## config.mk

```make
export PLATFORM = sky130hd
export DESIGN_NAME = fetch_stage
export DESIGN_NICKNAME = d
export VERILOG_FILES = /design/src/rtl/fetch_stage.sv
export SDC_FILE = /design/constraint.sdc
export NUM_CORES = 1
export LEC_CHECK = 0
export ABC_AREA = 1
export BUFFER_PORTS_ARGS = -buffer_cell sky130_fd_sc_hd__clkbuf_2
export CAP_MARGIN = 30
export CORE_MARGIN = 2
export CORE_UTILIZATION = 51
export CTS_CLUSTER_DIAMETER = 40
export DETAILED_ROUTE_END_ITERATION = 12
export PLACE_DENSITY = 0.72
export SLEW_MARGIN = 0
export SYNTH_ARGS = -nofsm -noshare
export SYNTH_HDL_FRONTEND = slang
export SYNTH_SLANG_ARGS = --single-unit
```

## constraint.sdc

```tcl
create_clock -name clk -period 3.5 [get_ports clk]
set_input_delay 0 -clock clk [delete_from_list [all_inputs] [get_ports clk]]
set_output_delay 0 -clock clk [all_outputs]
set_load 0.02 [all_outputs]
```

## src/rtl/fetch_stage.sv

```systemverilog
// Instruction fetch stage: owns the PC, issues single-outstanding word reads to
// instruction memory and hands {ir, pc} pairs to the decoder through a small FIFO.
module fetch_stage #(
    parameter logic [31:0] RESET_PC  = 32'h0000_0000,
    parameter int          BUF_DEPTH = 2,
    parameter logic [31:0] NOP_INSN  = 32'h0000_0013
) (
    input  logic        clk,
    input  logic        rst_n,
    output logic        imem_req,
    output logic [31:0] imem_addr,
    input  logic        imem_gnt,
    input  logic        imem_rvalid,
    input  logic [31:0] imem_rdata,
    input  logic        redirect,
    input  logic [31:0] redirect_pc,
    input  logic        halt,
    input  logic        id_ready,
    output logic        id_valid,
    output logic [31:0] id_ir,
    output logic [31:0] id_pc
);
    localparam int AW = (BUF_DEPTH > 1) ? $clog2(BUF_DEPTH) : 1;
    localparam int CW = $clog2(BUF_DEPTH + 1);

    typedef enum logic {ST_RUN, ST_HALTED} state_t;

    state_t          r_state;
    logic [31:0]     r_pc;
    logic [31:0]     r_pend_addr;
    logic [31:0]     r_infl_addr;
    logic            r_pending;
    logic            r_stale;
    logic            r_inflight;
    logic            r_drop;
    logic [AW-1:0]   r_rd_ptr;
    logic [AW-1:0]   r_wr_ptr;
    logic [CW-1:0]   r_count;
    logic [31:0]     r_ir_mem [BUF_DEPTH];
    logic [31:0]     r_pc_mem [BUF_DEPTH];

    logic            w_run;
    logic            w_rsp;
    logic            w_flush;
    logic            w_valid;
    logic            w_pop;
    logic            w_push;
    logic            w_can_issue;
    logic [CW:0]     w_occ;
    logic            w_space;
    logic            w_req;
    logic [31:0]     w_addr;
    logic            w_fire;
    logic            w_fire_drop;
    logic            w_unused;

    assign w_unused    = ^redirect_pc[1:0];
    assign w_run       = (r_state == ST_RUN);
    // rvalid is meaningful only while a granted request is outstanding
    assign w_rsp       = r_inflight && imem_rvalid;
    assign w_flush     = redirect || halt;
    assign w_valid     = (r_count != '0);
    assign w_pop       = w_valid && id_ready;
    assign w_push      = w_rsp && !r_drop && !w_flush;
    assign w_can_issue = !r_inflight || imem_rvalid;

    // Occupancy after this cycle's pop and the returning word is written; a new
    // request may only go out if its word is guaranteed a free slot.
    assign w_occ   = {1'b0, r_count} + (CW+1)'(w_rsp && !r_drop) - (CW+1)'(w_pop);
    assign w_space = (w_occ < (CW+1)'(BUF_DEPTH));

    assign w_req       = rst_n && (r_pending || (w_run && !redirect && w_can_issue && w_space));
    assign w_addr      = r_pending ? r_pend_addr : r_pc;
    assign w_fire      = w_req && imem_gnt;
    // A grant in a flush cycle, or of a request left over from a flush, returns dead data
    assign w_fire_drop = w_flush || r_stale || !w_run;

    assign imem_req  = w_req;
    assign imem_addr = w_addr;
    assign id_valid  = w_valid;
    assign id_ir     = w_valid ? r_ir_mem[r_rd_ptr] : NOP_INSN;
    assign id_pc     = w_valid ? r_pc_mem[r_rd_ptr] : 32'h0;

    always_ff @(posedge clk or negedge rst_n) begin
        if (!rst_n) begin
            r_state     <= ST_RUN;
            r_pc        <= RESET_PC;
            r_pend_addr <= RESET_PC;
            r_infl_addr <= RESET_PC;
            r_pending   <= 1'b0;
            r_stale     <= 1'b0;
            r_inflight  <= 1'b0;
            r_drop      <= 1'b0;
            r_rd_ptr    <= '0;
            r_wr_ptr    <= '0;
            r_count     <= '0;
        end else begin
            if (redirect) begin
                r_state <= ST_RUN;
            end else if (halt) begin
                r_state <= ST_HALTED;
            end

            if (redirect) begin
                r_pc <= {redirect_pc[31:2], 2'b00};
            end else if (w_fire && !r_stale) begin
                r_pc <= r_pc + 32'd4;
            end

            // An ungranted request stays on the bus; a flush only marks it stale
            r_pending   <= w_req && !imem_gnt;
            r_pend_addr <= w_addr;
            r_stale     <= w_req && !imem_gnt && (r_stale || w_flush);

            if (w_fire) begin
                r_inflight  <= 1'b1;
                r_infl_addr <= w_addr;
            end else if (w_rsp) begin
                r_inflight <= 1'b0;
            end

            if (w_fire) begin
                r_drop <= w_fire_drop;
            end else if (w_flush) begin
                r_drop <= r_inflight && !imem_rvalid;
            end else if (w_rsp) begin
                r_drop <= 1'b0;
            end

            if (w_flush) begin
                r_rd_ptr <= '0;
                r_wr_ptr <= '0;
                r_count  <= '0;
            end else begin
                if (w_push) begin
                    r_wr_ptr <= r_wr_ptr + AW'(1);
                end
                if (w_pop) begin
                    r_rd_ptr <= r_rd_ptr + AW'(1);
                end
                r_count <= r_count + CW'(w_push) - CW'(w_pop);
            end
        end
    end

    always_ff @(posedge clk) begin
        if (w_push) begin
            r_ir_mem[r_wr_ptr] <= imem_rdata;
            r_pc_mem[r_wr_ptr] <= r_infl_addr;
        end
    end
endmodule

```

==> results of run 1 <==
-- critical path: cells and delay by family, from the launching register on --
kind	cells	cell delay (ps)
adders and majority gates	1	530
and+or+nand+nor	8	1020
AOI/OAI and AO/OA	2	350
DFF	1	490
buffers and inverters	3	580
-- metal layers --
layer / wire length, µm / vias to the layer above / track usage, %
li1: - / 3920 / -
met5: 0 / - / 0
met3: 1492 / 40 / 3.366
met1: 10410 / 3653 / 31.61
met4: 515 / 0 / 6.863
met2: 11530 / 240 / 39.81
-- cells in the mapped netlist (all sizes together), types with 3 or more instances --
cell	number
nand3	73
inv	53
nor2	52
dfrtp	103
buf	17
a21oi	63
nand2	469
edfxtp	128
o21ai	49
ha	3
clkbuf	31
-- flip-flops by register name, indices dropped and copies added (netlist names), 2 cells and up --
register,cells
r_pc,30
r_infl_addr,32
r_ir_mem,64
r_pc_mem,64
r_count,2
r_pend_addr,32
-- logic make-up (layout without fill, tap and decap cells) --
group           Yosys count  after routing  share of synthesized area, %
flops                   231            231                         64.86
xor+xnor                  4              4                        0.3540
fa+ha+maj                 4              4                        0.5814
buf+inv                 102            354                         4.221
compound gates          115            115                         5.865
simple gates            599            599                         24.12
-- power by group through the flow --
stage               Combinational, µW  Clock, µW  Sequential [µW]
detailed placement                651          0             3350
global route                      810       3170             3330
finish                            718       3000             3310
global placement                  636          0             3340
floorplan                         423          0             3300
CTS                               720       3050             3300
-- worst max-delay path by stage --
stage,from,endpoint,slack (ps),cells past startpoint
6_report,r_count[1],r_infl_addr[20],420,14
5_1_grt,r_count[1],r_infl_addr[20],30,14
4_1_cts,r_count[1],r_infl_addr[20],270,16
3_5_place_dp,r_count[1],r_infl_addr[15],320,16
3_3_place_gp,r_count[1],r_infl_addr[5],440,16
2_1_floorplan,r_inflight,r_ir_mem[0][0],700,4
-- what timing repair did --
action / CTS / global route
hold endpoints to repair: 145 / 0
hold buffers: 69 / 0
setup endpoints to repair: 0 / 31
gates resized for setup: 0 / 1
-- layout make-up --
type | instances | area [µm²] | share of cell area [%]
sequential | 231 | 6422 | 50.78
multi-input combinational | 722 | 3083 | 24.38
timing repair buffer | 248 | 1622 | 12.82
clock buffer | 31 | 733.2 | 5.797
tap | 260 | 325.3 | 2.572
clock inverter | 21 | 256.5 | 2.028
inverter | 54 | 205.2 | 1.622
-- stage by stage --
stage / util [%] / hold WS [ps] / area [µm²] / setup slack (ps) / total power (µW)
finish: 66.94 / 8.726 / 12650 / 423.7 / 7028
global route: 66.94 / 58.82 / 12650 / 34.54 / 7311
CTS: 66.93 / 13.79 / 12650 / 269.9 / 7076
detailed placement: 58.04 / 28.34 / 10970 / 324.1 / 4004
global placement: 58.04 / 33.12 / 10970 / 437.5 / 3975
floorplan: - / -295.6 / 9905 / 699.7 / 3720
==> impl_metrics.csv, run 1 <==
group,metric,value,unit
clocking,root_buffer,"clkbuf_16",
die,coreArea,18890,µm²
clocking,clk_latency,520,ps
synthesis,yosysTopAreaCell,"edfxtp_1",
clocking,post_cts_buffers,0,
die,dieArea,20540,µm²
clocking,cts_buffers,28,
cells_and_area,drive_above_1_share,18.75,%
cells_and_area,syn2layout_area_growth,27.76,%
clocking,cts_tree,"yes",
status,status,"finished, final reports clean",
synthesis,ys_warn_count,0,
synthesis,synth_cell_type_count,29,
timing,worst_slew_pin_slew,791.8,ps
cells_and_area,layout.cells.non_filler,1567,
routing,drc_errors,0,
timing,slew-limit-headroom,47.21,%
worst_setup_path,r2r-start,"r_count[1]",
worst_setup_path,r2r_slack,420,ps
synthesis,yosysSeqAreaShare,64.86,%
power,ir_worst_vdd,0.4457,mV
worst_setup_path,path_cells,"nor2_4 > inv_1 > nand2_1 > nor2_1 > o21ai_0 > fa_1 > nand3_1 > o21ai_1 > nand2_1 > inv_2 > nand2_4 > inv_4 > nand2_1 > nand2_1",
cells_and_area,fillCellCount,1517,
timing,setup_tns,0,ps
routing,wire_per_inst,15.28,µm
clocking,cts_num_sinks,231,
worst_setup_path,rr_worst_depth,14,
routing,vias_per_cell,5.011,
die,io_pins,169,
worst_setup_path,crit_path_start_kind,"register",
die,die_h,143.3,µm
synthesis,ys.flop_type,"edfxtp_1",
die,die_x,143.3,µm
timing,fmax,325.1,MHz
power,switchingPower,1792,µW
min_path,hp-class,"in -> async",
timing,finalHoldViolations,0,
global_routing,first_global_vias,7711,
die,fp-row-count,50,
timing,setup_viol,0,
worst_setup_path,cp_slowest_cell,"fa_1",
power,p_seq_share,47.1,%
power,p_comb_share,10.2,%
global_routing,grt_max_degree,65,
timing,skew,7.410,ps
worst_setup_path,critPathMostFrequentCell,"nand2_1",
run,maxCapViolCount,0,
synthesis,synth_nets,1130,
cells_and_area,layout_commonest_cell,"nand2_1",
routing,ant_nets,0,
clocking,clockBufferDepth,3,
placed_design,dp_hpwl,15020,µm
power,power_density,555.7,nW/µm²
synthesis,synth.area.top_cells,"edfxtp_1 (39%), dfrtp_1 (26%), nand2_1 (18%), nand3_1 (3.7%), a21oi_1 (3.2%)",
routing,drt-pass1-iter-count,7,
synthesis,synth_edf_count,128,
synthesis,synthDominantCellAreaShare,38.83,%
timing,period_needed,3076,ps
global_routing,antenna_found_initial,0,
worst_setup_path,path_max_fanout,37,
worst_setup_path,cp.required,3960,ps
worst_setup_path,cp-end-kind,"register",
timing,rsz0062_at_grt,"no",
routing,first_iter_violations,533,
worst_setup_path,critPathKind,"reg -> reg",
placed_design,dp.cells,1446,
clocking,cts_max_level,1,
synthesis,ys_ff_latch,231,
cells_and_area,nets,1360,
routing,totalWireLength,23950,µm
synthesis,syn_area_per_cell,9.383,µm²
worst_setup_path,arrival,3540,ps
global_routing,overflow,0,
power,swShare,25.50,%
synthesis,netlist_area,9899,µm²
placed_design,portBuffers,166,
clocking,clk_pin_slew,60,ps
power,p_clk_share,42.7,%
die,initial_core_util,52.40,%
synthesis,synthArstFlopShare,44.59,%
placed_design,finalWeightedCongestion,0.8976,
global_routing,grt_usage,23.41,%
worst_setup_path,max_stage_delay,530,ps
power,leakage,0.005753,µW
global_routing,grt_pass1_wl,38250,µm
power,internal_power,5236,µW
synthesis,synth_cells,1055,
timing,period_share,87.89,%
routing,vias,7853,
cells_and_area,antenna_cells,0,
worst_setup_path,r2r-end,"r_infl_addr[20]",
cells_and_area,layout_common_cells,"nand2_1 (467), clkbuf_2 (165), edfxtp_1 (128)",
timing,finalMaxSlewViolations,0,
No activity file was read; power rests on OpenSTA's default activity.
==> inputs of run 2 (changes only) <==
==> constraint.sdc (replaced) <==
create_clock -name clk -period 2.7 [get_ports clk]
set_input_delay 0 -clock clk [delete_from_list [all_inputs] [get_ports clk]]
set_output_delay 0 -clock clk [all_outputs]
set_load 0.02 [all_outputs]
==> run 2 against run 1 <==
Non-clock buffer count increased by 15. Hold slack better by 11 ps. Worst setup slack worse by 350 ps. Total power up 35%. Highest routed layer unchanged. Critical path depth shrank 2. Critical path type is now reg -> out. Via count up 1.3%. Final cell count is 1.3% higher. Global-route usage is 0.40 points higher. Clock power rose by 40%. Sequential share of layout area is 1.5 points lower. Sequential power increased by 30%.
==> impl_metrics.csv, run 2 (synthesis gave the netlist of run 1 again) <==
group,metric,value,unit
status,status,"finished, final reports clean",
worst_setup_path,critPathTopFamily,"adder cells",
cells_and_area,layout_commonest_cell,"nand2_1",
timing,period_share,97.22,%
cells_and_area,antenna_cells,0,
power,leakage,0.005933,µW
worst_setup_path,r2r_slack,90,ps
timing,fmax,381.0,MHz
routing,vias,7955,
cells_and_area,nets,1378,
timing,setup_viol,0,
placed_design,finalWeightedCongestion,0.9166,
worst_setup_path,max_stage_delay,570,ps
timing,period_needed,2625,ps
placed_design,portBuffers,166,
run,maxCapViolCount,0,
worst_setup_path,crit_path_start_kind,"register",
worst_setup_path,cp.required,2700,ps
power,ir_worst_vdd,0.4767,mV
clocking,clk_pin_slew,50,ps
die,io_pins,169,
routing,totalWireLength,25000,µm
clocking,cts_max_level,1,
routing,drc_errors,0,
die,die_h,143.3,µm
routing,vias_per_cell,5.013,
power,power_density,727.7,nW/µm²
global_routing,grt_usage,23.81,%
routing,wire_per_inst,15.75,µm
min_path,min_path_cells,3,
global_routing,first_global_vias,7697,
worst_setup_path,cp_slowest_cell,"fa_1",
min_path,min_delay_worst_endpoint,"r_state",
clocking,root_buffer,"clkbuf_16",
timing,finalMaxSlewViolations,0,
cells_and_area,reg_top3,"r_ir_mem: 64 flops, r_pc_mem: 64 flops",
die,dieArea,20540,µm²
worst_setup_path,rr_worst_depth,16,
global_routing,grt_pass1_wl,38710,µm
timing,worst_slew_pin_slew,975.2,ps
routing,first_iter_violations,522,
worst_setup_path,critPathKind,"reg -> out",
die,die_x,143.3,µm
global_routing,grt_max_degree,65,
cells_and_area,layout_common_cells,"nand2_1 (464), clkbuf_2 (164), edfxtp_1 (128)",
min_path,hp-start,"redirect",
worst_setup_path,path_max_fanout,5,
worst_setup_path,r2r-start,"r_count[1]",
clocking,cts_buffers,31,
die,coreArea,18890,µm²
die,initial_core_util,52.40,%
min_path,hp-class,"in -> reg",
cells_and_area,drive_above_1_share,20.65,%
worst_setup_path,arrival,2620,ps
clocking,clockBufferDepth,3,
clocking,cts_tree,"yes",
timing,finalHoldViolations,0,
routing,drt-pass1-iter-count,6,
timing,skew,18.63,ps
power,p_total,9479,µW
clocking,cts_num_sinks,231,
routing,ant_nets,0,
timing,setup_tns,0,ps
timing,slew-limit-headroom,34.77,%
worst_setup_path,cp-end-kind,"primary output",
clocking,clk_latency,550,ps
worst_setup_path,path_cells,"nor2_4 > inv_4 > nand2_4 > inv_2 > nor2_4 > o21ai_2 > fa_1 > nand3_2 > o21ai_2 > nand2_2 > inv_2 > buf_6",
worst_setup_path,r2r-end,"r_pc[24]",
global_routing,antenna_found_initial,0,
cells_and_area,syn2layout_area_growth,31.58,%
worst_setup_path,worst-path-buf-inv,4,
placed_design,dp_hpwl,15320,µm
global_routing,overflow,0,
die,fp-row-count,50,
## run 2: repair_timing
action,CTS,global route
hold buffers,69,0
setup buffers,3,5
pin swaps,2,5
resized for setup,5,18
endpoints found under the hold margin,230,0
cloned,0,3
setup endpoints to repair,32,44
## run 2: power by group
group / switching (µW) / total, µW / internal (µW)
combinational: 620 / 982 / 362
clock: 1520 / 4200 / 2690
sequential: 224 / 4290 / 4070
## run 2: per-stage QoR
| step | instance area (µm²) | cells | utilization (%) | worst slack (ps) | hold slack, ps |
|---|---|---|---|---|---|
| 2_1_floorplan | 9917 | 1055 | - | 91.73 | -295.6 |
| 3_3_place_gp | 11060 | 1450 | 58.53 | 102.1 | -82.81 |
| 3_5_place_dp | 11060 | 1450 | 58.53 | 17.52 | -80.18 |
| 4_1_cts | 12870 | 1579 | 68.13 | 19.77 | 0.5632 |
| 5_1_grt | 13030 | 1587 | 68.95 | -44.44 | 27.95 |
| 6_report | 13030 | 1587 | 68.95 | 75.18 | 19.46 |
## run 2: worst register-to-register path, delay by kind of cell, from the launching register on
family                     cells  cell delay (ps)
AOI/OAI and AO/OA              2              250
adders and majority gates      1              570
DFF                            1              410
and+or+nand+nor                8              740
buffers and inverters          5              600
## run 2: how the worst max path moves through the flow
stage               startpoint         endpoint  cells after the start
floorplan           r_count[1]  r_infl_addr[23]                     15
global placement    r_count[0]   r_infl_addr[8]                     14
detailed placement  r_count[0]  r_infl_addr[15]                     14
CTS                 r_count[0]         imem_req                     12
global route        r_count[1]         imem_req                     12
finish              r_count[1]         imem_req                     12
## run 2: per-layer routing
metal  vias up  wire (µm)  track usage [%]
met5         -          0                0
met4         0        634            7.121
met3        56       1749            3.932
met2       280      11990            40.47
met1      3670      10630            31.78
li1       3949          -                -
## run 2: cell type report
class,count,area [µm²]
fill,1445,5867
timing repair buffer,263,1849
inverter,54,207.7
tap,260,325.3
clock inverter,18,212.7
clock buffer,39,878.3
multi-input combinational,722,3131
sequential,231,6422
